### src/rtl/rx_port_scheduler_pkg.sv
// Shared definitions for the receive-port scheduler and the rr_pick arbiter.
//   state_e    : scheduler FSM encoding (IDLE/RECV/DONE)
//   DATA_W_DEF : default message width
//   ptr_w()    : index width for an n-entry requester vector (min 1 bit)
package rx_port_scheduler_pkg;

  typedef enum logic [1:0] {
    ST_IDLE = 2'd0,
    ST_RECV = 2'd1,
    ST_DONE = 2'd2
  } state_e;

  localparam int DATA_W_DEF = 32;

  function automatic int ptr_w(input int n);
    return (n > 1) ? $clog2(n) : 1;
  endfunction

endpackage

### src/rtl/rx_port_scheduler_rr_pick.sv
// rr_pick: combinational rotating-priority select.
// Searches req upward, with wrap, starting at last_ptr+1. Returns the first
// set index. Shared by other arbiters of single-owner resources.
//   req      in  NUM_REQ : request vector
//   last_ptr in  PTR_W   : most recently served index (lowest priority)
//   any      out 1       : at least one request set
//   idx      out PTR_W   : selected index (0 when any=0)
module rr_pick
  import rx_port_scheduler_pkg::*;
#(
  parameter int NUM_REQ = 4,
  parameter int PTR_W   = ptr_w(NUM_REQ)
) (
  input  logic [NUM_REQ-1:0] req,
  input  logic [PTR_W-1:0]   last_ptr,
  output logic               any,
  output logic [PTR_W-1:0]   idx
);

  logic [PTR_W-1:0] cand;

  assign any = |req;

  // Walk from the farthest candidate back to the nearest. The last hit
  // written is the closest to last_ptr+1, so no found flag is needed.
  always_comb begin
    idx  = '0;
    cand = '0;
    for (int i = NUM_REQ; i >= 1; i--) begin
      cand = PTR_W'((int'(last_ptr) + i) % NUM_REQ);
      if (req[cand]) idx = cand;
    end
  end

endmodule

### src/rtl/rx_port_scheduler.sv
// rx_port_scheduler: shares one valid/ready receive port among NUM_REQ
// stalled units. It grants round-robin and captures one beat per grant.
// It returns the beat with a one-cycle done pulse to the owner.
//   clk_i, reset_i (async, active-high)
//   req_i     in  NUM_REQ : level requests, held until own done or abort
//   grant_o   out NUM_REQ : one-hot owner, high in RECV and DONE
//   done_o    out NUM_REQ : one-cycle pulse, message_o valid
//   message_o out DATA_W  : last captured beat
//   timeout_o out 1       : one-cycle pulse when a grant expires
//   valid_i, message_i, ready_o : inbound port handshake
// Every output decodes from registers only. Nothing on valid_i or req_i
// reaches an output in the same cycle.
module rx_port_scheduler
  import rx_port_scheduler_pkg::*;
#(
  parameter int NUM_REQ     = 4,
  parameter int DATA_W      = DATA_W_DEF,
  parameter int TIMEOUT_CYC = 255
) (
  input  logic               clk_i,
  input  logic               reset_i,
  input  logic [NUM_REQ-1:0] req_i,
  output logic [NUM_REQ-1:0] grant_o,
  output logic [NUM_REQ-1:0] done_o,
  output logic [DATA_W-1:0]  message_o,
  output logic               timeout_o,
  input  logic               valid_i,
  input  logic [DATA_W-1:0]  message_i,
  output logic               ready_o
);

  localparam int PTR_W = ptr_w(NUM_REQ);
  // The counter holds 0..TIMEOUT_CYC-1.
  localparam int CNT_W = (TIMEOUT_CYC > 1) ? $clog2(TIMEOUT_CYC) : 1;
  localparam logic [CNT_W-1:0] CNT_LAST = CNT_W'(TIMEOUT_CYC - 1);

  state_e             state;
  logic [PTR_W-1:0]   owner;
  logic [PTR_W-1:0]   last_ptr;
  logic [CNT_W-1:0]   cnt;
  logic [DATA_W-1:0]  msg_q;
  logic               tmo_q;
  logic               pick_any;
  logic [PTR_W-1:0]   pick_idx;
  logic [NUM_REQ-1:0] owner_oh;

  rr_pick #(
    .NUM_REQ (NUM_REQ),
    .PTR_W   (PTR_W)
  ) u_pick (
    .req      (req_i),
    .last_ptr (last_ptr),
    .any      (pick_any),
    .idx      (pick_idx)
  );

  always_ff @(posedge clk_i or posedge reset_i) begin
    if (reset_i) begin
      state    <= ST_IDLE;
      owner    <= '0;
      last_ptr <= PTR_W'(NUM_REQ - 1);   // requester 0 wins first
      cnt      <= '0;
      msg_q    <= '0;
      tmo_q    <= 1'b0;
    end else begin
      tmo_q <= 1'b0;
      case (state)
        ST_IDLE: begin
          cnt <= '0;
          if (pick_any) begin
            owner <= pick_idx;
            state <= ST_RECV;
          end
        end
        ST_RECV: begin
          // A beat beats a dropped request or an expiry in the same cycle.
          // An abort coinciding with expiry is a plain abort. The owner left
          // on its own, so it keeps its priority and no timeout is flagged.
          if (valid_i) begin
            msg_q    <= message_i;
            last_ptr <= owner;
            state    <= ST_DONE;
          end else if (!req_i[owner]) begin
            state <= ST_IDLE;
          end else if (cnt == CNT_LAST) begin
            tmo_q    <= 1'b1;
            last_ptr <= owner;         // stalled owner drops to lowest priority
            state    <= ST_IDLE;
          end else begin
            cnt <= cnt + 1'b1;
          end
        end
        ST_DONE: state <= ST_IDLE;
        default: state <= ST_IDLE;
      endcase
    end
  end

  always_comb begin
    owner_oh        = '0;
    owner_oh[owner] = 1'b1;
  end

  assign ready_o   = (state == ST_RECV);
  assign grant_o   = (state != ST_IDLE) ? owner_oh : '0;
  assign done_o    = (state == ST_DONE) ? owner_oh : '0;
  assign timeout_o = tmo_q;
  assign message_o = msg_q;

endmodule

### config.mk
export PLATFORM = sky130hd
export DESIGN_NAME = rx_port_scheduler
export DESIGN_NICKNAME = d
export VERILOG_FILES = /design/src/rtl/rx_port_scheduler_pkg.sv /design/src/rtl/rx_port_scheduler_rr_pick.sv /design/src/rtl/rx_port_scheduler.sv
export SDC_FILE = /design/constraint.sdc
export NUM_CORES = 1
export LEC_CHECK = 0
export ABC_AREA = 1
export CAP_MARGIN = 15
export CORE_MARGIN = 2
export CORE_UTILIZATION = 41
export CTS_CLUSTER_DIAMETER = 30
export DETAILED_ROUTE_END_ITERATION = 16
export PLACE_DENSITY_LB_ADDON = 0.08
export SLEW_MARGIN = 20
export SYNTH_ARGS = -nofsm -noshare
export SYNTH_HDL_FRONTEND = slang
export SYNTH_HIERARCHICAL = 1
export SYNTH_SLANG_ARGS = --single-unit
### constraint.sdc
create_clock -name clk_i -period 1.4 [get_ports clk_i]
set_clock_uncertainty 0.05 [all_clocks]
set_input_delay 0.28 -clock clk_i [delete_from_list [all_inputs] [get_ports clk_i]]
set_output_delay 0.28 -clock clk_i [all_outputs]
set_load 0.01 [all_outputs]
## Word level (Yosys, flattened, before mapping)

Index checks and enable logic that the tools add are counted.

| word-level totals | value |
|---|---|
| flip-flop bits (word level) | 47 |
| word-level logic and storage cells | 71 |
| input bits | 39 |
| output and inout port bits | 42 |

| cells by class | value |
|---|---|
| reductions and logical operators | 12 |
| eq/ne operators | 8 |
| magnitude comparators | 6 |
| muxes and demuxes | 34 |
| add/subtract/negate cells | 5 |

Operators by type and width:

| cell | number |
|---|---|
| 2-to-1 mux 8 bit | 3 |
| 2-to-1 mux 2 bit | 11 |
| one-hot mux 8 bit (2 select lines) | 1 |
| < comparator 2 x 3 -> 1 bit (second input constant) | 5 |
| binary-select mux 1 bit (select 2 bit) | 5 |
| 2-to-1 mux 1 bit | 10 |
| adder 8 x 1 -> 8 bit (second input constant) | 1 |
| == test 8 bit (second input constant) | 1 |
| 2-to-1 mux 4 bit | 2 |
| nonzero test 2 bit | 4 |
| != test 2 bit (second input constant) | 3 |
| AND reduction 2 bit | 3 |
| adder 2 x 1 -> 2 bit (second input constant) | 2 |
| adder 2 bit (second input constant) | 2 |
| != test 4 x 3 -> 1 bit (second input constant) | 1 |
| one-hot mux 2 bit (2 select lines) | 1 |
| AND reduction 4 bit | 1 |
| OR reduction 4 bit | 1 |
| AND reduction 3 bit | 1 |
| demux 1 bit (select 2 bit) | 1 |
| == test 2 x 1 -> 1 bit (second input constant) | 1 |
| == test 2 bit (second input constant) | 1 |
| >= comparator 2 x 1 -> 1 bit (second input constant) | 1 |
| logical NOT 2 bit | 1 |
| 2 further kinds | 2 |

## Logic depth before layout (Yosys ltp)

| logic depth | value |
|---|---|
| depth in word-level cells | 7 |
| mapped depth | 13 |

## Cells and area by module

Netlist, hierarchy kept.

By module, submodules not included:

| module | area an instance (sq um) | instances | cells an instance |
|---|---|---|---|
| rx_port_scheduler | 2,170.8 | 1 | 269 |
| rr_pick | 266.5 | 1 | 51 |

## Least setup slack after synthesis

No wires, ideal clock.

| timing path | value |
|---|---|
| path type | register to register |
| from | reg last_ptr[0] |
| to | reg owner[0] |
| required time | 1.227 ns |
| path buffers | 1 |
| path slack | -0.034 ns |
| stages on the path, launching flop included | 13 |
| arrival | 1.261 ns |
| cell sequence | dfstp_2 > buf_6 > inv_4 > nand2_4 > nand2_4 > inv_4 > nand2_2 > nand3b_1 > nand3_1 > nand2_1 > nand2_1 > nor2_1 > a21oi_1 |

| on the way | value |
|---|---|
| cells in the longest elaborated chain, start to end | 7 |
| elaborated cells between the ends (all ways) | 16 |

Ends and longest elaborated chain:

| what | line | text |
|---|---|---|
| start, declared | rx_port_scheduler.sv:39 | `logic [PTR_W-1:0] last_ptr;` |
| start signal, assigned | rx_port_scheduler.sv:61 | `last_ptr <= PTR_W'(NUM_REQ - 1);` |
| start signal, assigned | rx_port_scheduler.sv:81 | `last_ptr <= owner;` |
| start signal, assigned | rx_port_scheduler.sv:87 | `last_ptr <= owner;` |
| adder 2 x 1 -> 2 bit | rx_port_scheduler_rr_pick.sv:30 | `cand = PTR_W'((int'(last_ptr) + i) % NUM_REQ);` |
| binary-select mux 1 bit (select 2 bit) | rx_port_scheduler_rr_pick.sv:31 | `if (req[cand]) idx = cand;` |
| 2-to-1 mux 1 bit (implied by the code) | rx_port_scheduler_rr_pick.sv:31 |  |
| 2-to-1 mux 2 bit (3 in a row) | rx_port_scheduler_rr_pick.sv:31 |  |
| 2-to-1 mux 2 bit * | rx_port_scheduler_rr_pick.sv:31 |  |
| via pick_idx[0] | rx_port_scheduler.sv:44 | `logic [PTR_W-1:0] pick_idx;` |
| end signal, assigned | rx_port_scheduler.sv:71 | `owner <= pick_idx;` |
| end, declared | rx_port_scheduler.sv:38 | `logic [PTR_W-1:0] owner;` |

The timed path passes the listed nets; every way through them passes the cells marked *. The select of a mux whose other input is x is not followed.
A chain may end at the register's enable or synchronous reset.

## Worst setup path in the final report

| timing path | value |
|---|---|
| from | reg last_ptr[0] |
| to | reg owner[1] |

Same word-level chain as after synthesis.

==> key figures <==
Finish
  – Sequential cell area: around 0.0012 mm^2
  – Final non-filler cell total: approximately 520
  – Antenna cells: 0
  – Fill count: between 400 and 500
  – Fin util: 72.4%
  – Layout cells sized above 1: between 30% and 40%
  – Area grow syn2layout: 72.8%
  – Nets: 487
  – Multi-input logic area: 0.00139 mm^2

Timing
  – Fin. Hold Viols: 0
  – Final setup fails: 45
  – Actual slew at the worst max-slew pin: 243 ps
  – RSZ-0062 raised after global routing: yes
  – Setup_tns: -3100 ps
  – Post-layout min period: around 1500 ps
  – Final worst-path cycle share: 110%
  – Final hold slack: 204 ps
  – Fin. max-slew vios: 0
  – Fmax achieved: approximately 650 MHz
  – Final worst setup slack: -139 ps
  – Relative slew margins: between 80% and 90%

Route
  – Routed wire length: just over 7000 um
  – DRC: 0
  – Post-route ant nets: 0
  – WL/cell: between 10 and 15 um
  – Vias per cell: about 4.8
  – Initial drt markers: 75
  – Routed via count: around 2500
  – Drt first pass iters: 4

Clock network
  – CTS buffer count: 5
  – Max clock buf depth: 2
  – H-tree depth: 2
  – Clk sinks: 47
  – CTS tree: yes
  – Clock slew at reported path FFs: ~90 ps
  – CTS hold repair buffers: 0
  – Root buf cell: clkbuf_8
  – Clock Latency Late Sink: between 200 and 300 ps

Placement
  – RD Place Congestion: just over 0.9
  – DP HPWL: about 4300 um
  – Dpl ws: -278 ps
  – Dpl cells: 491
  – Number of port buffers: 80

Setup path
  – Crit path required time: around 1600 ps
  – CP max-delay cell: dfstp_2
  – CP arrival: around 1700 ps
  – Crit-path max FO: 5
  – Peak per-stage delay on the critical path: around 560 ps
  – Cells along the critical path: buf_12 > inv_6 > nand2_2 > nand3_1 > o21ai_1 > nand2_1 > a21oi_2 > nor2_1 > a21oi_1
  – WS Path Type: register to register
  – Crit start category: register
  – Crit end category: register

GRT
  – Overflow after GRT: 0
  – GRT Resource Usage Total: between 20% and 30%
  – Initial antenna violation count: 0
  – Vias in the first global route: roughly 2300
  – First-pass GRT wire length: between 10000 and 15000 um
  – Largest net degree at the start of global routing: 31

Synthesis
  – Post-synth top area share: between 40% and 50%
  – Count of cell types in the netlist: 26
  – Commonest cells post-synth: 155 x nand2_1, 45 x dfrtp_1, 22 x nor2_1
  – Synth area leader: dfrtp_1
  – Syn Area/Cell: 7.62 um^2
  – Top area cells in the synthesized netlist: dfrtp_1 46%, nand2_1 24%, nand3_1 3.5%
  – Count of flip-flops with a built-in enable after synthesis: 0
  – Ys Warns: 6
  – Syn Nets: between 300 and 400
  – Area of the mapped netlist: about 0.0024 mm^2
  – Top_reg_cell synth: dfrtp_1
  – Sequential area share after synthesis: 48.4%
  – Syn Inst Count: between 300 and 400
  – Most common cell in the netlist: nand2_1
  – Async SR Flop Fraction: 100%
  – Seq cells post-synth: 47

Floorplan
  – Core ar.: 0.00582 mm^2
  – Ports: 81
  – Initial Utilization: a little over two fifths
  – Rows: 28
  – Chip width: between 80 and 90 um
  – Die Span Y: between 80 and 90 um
  – Die area: ~0.0066 mm^2

Outcome
  – Failing checks: setup timing
  – Status: complete, but fails checks

Worst hold path
  – Type of the worst min-delay path: primary input to async pin

Power
  – Max IR drop VDD: between 0.0009 and 0.001 V
  – Leakage: between 2 and 2.5 nW
  – Pwr Density: about 2000 mW/mm^2

Job
  – MaxCap Viol Count: 0
-- cell type report --
cell class                      instances  area share [%]
Clock inverter                          1           0.178
Multi-Input combinational cell        238            32.9
Tap cell                               75            2.23
Clock buffer                            7            2.29
Sequential cell                        47            28.0
Inverter                               29            3.09
Timing Repair Buffer                  125            31.3
-- critical path: cells and delay by family (launching register included) --
family          cells  cell delay (ps)
flops               1              560
buf+inv             2              160
compound gates      3              390
simple gates        4              290
-- flip-flops by register name, indices dropped and copies added (netlist names) --
| signal | flops |
|---|---|
| owner | 2 |
| message_o | 32 |
| cnt | 8 |
| timeout_o | 1 |
| state | 2 |
| last_ptr | 2 |
-- where the power goes --
part           switching (mW)  internal, mW  leakage (nW)  total [mW]
Sequential              0.399          1.92         0.590        2.32
Clock                   0.449         0.449        0.0505       0.899
Combinational            2.62          2.47          1.61        5.09
Total                    3.47          4.84          2.25        8.30
-- layer usage --
layer	up-vias	track usage, %	part of all wire (%)
met5	-	0	0
met4	0	5.08	1.5
met3	10	5.00	6.1
met2	70	37.2	51
met1	1177	26.0	42
li1	1231	-	-
-- repair_timing --
item,in CTS,in global routing
resized for setup,89,91
setup endpoints to repair,74,53
buffers inserted,12,3
cloned,4,5
pin swaps,7,35
-- cells in the final DEF (no fill, tap or decap), types with 5 or more instances in the layout --
cell	n
dfrtp_1	45
buf_6	9
nor2_4	5
dlygate4sd2_1	33
nand2_4	19
nand3_1	15
inv_2	7
buf_2	8
clkbuf_8	7
clkdlybuf4s50_1	38
buf_4	22
buf_12	8
nand2_2	59
nand2_1	94
nor2_1	18
inv_1	17
-- per-stage QoR --
step | power (mW) | instance area (um^2)
final | 8.30 | 4210
after global routing | 8.87 | 4210
after CTS | 7.52 | 3830
after detailed placement | 6.28 | 3500
after global placement | 6.20 | 3500
after floorplan | 4.35 | 2440
-- cells by family (layout without fill, tap and decap cells) --
logic type | count (synthesis) | count (layout) | share of synthesized area [%]
xor gates and xnor gates | 1 | 1 | 0.359
DFF | 47 | 47 | 48.4
AOI/OAI and AO/OA | 12 | 12 | 3.34
adders and majority gates | 2 | 2 | 1.03
and+or+nand+nor | 222 | 223 | 39.8
buffers and inverters | 36 | 162 | 7.14
-- path summary, 6_finish.rpt --
path	to	cells past startpoint	from	slack, ps
min	cnt[2]	2	reset_i	200
max reg2reg	owner[1]	9	last_ptr[0]	-140
min reg2reg	message_o[13]	2	message_o[13]	420
min in group clk_i	message_o[13]	2	message_o[13]	420
max	owner[1]	9	last_ptr[0]	-140
max in group asynchronous	message_o[22]	3	reset_i	690
No activity file was read; power rests on OpenSTA's default activity.
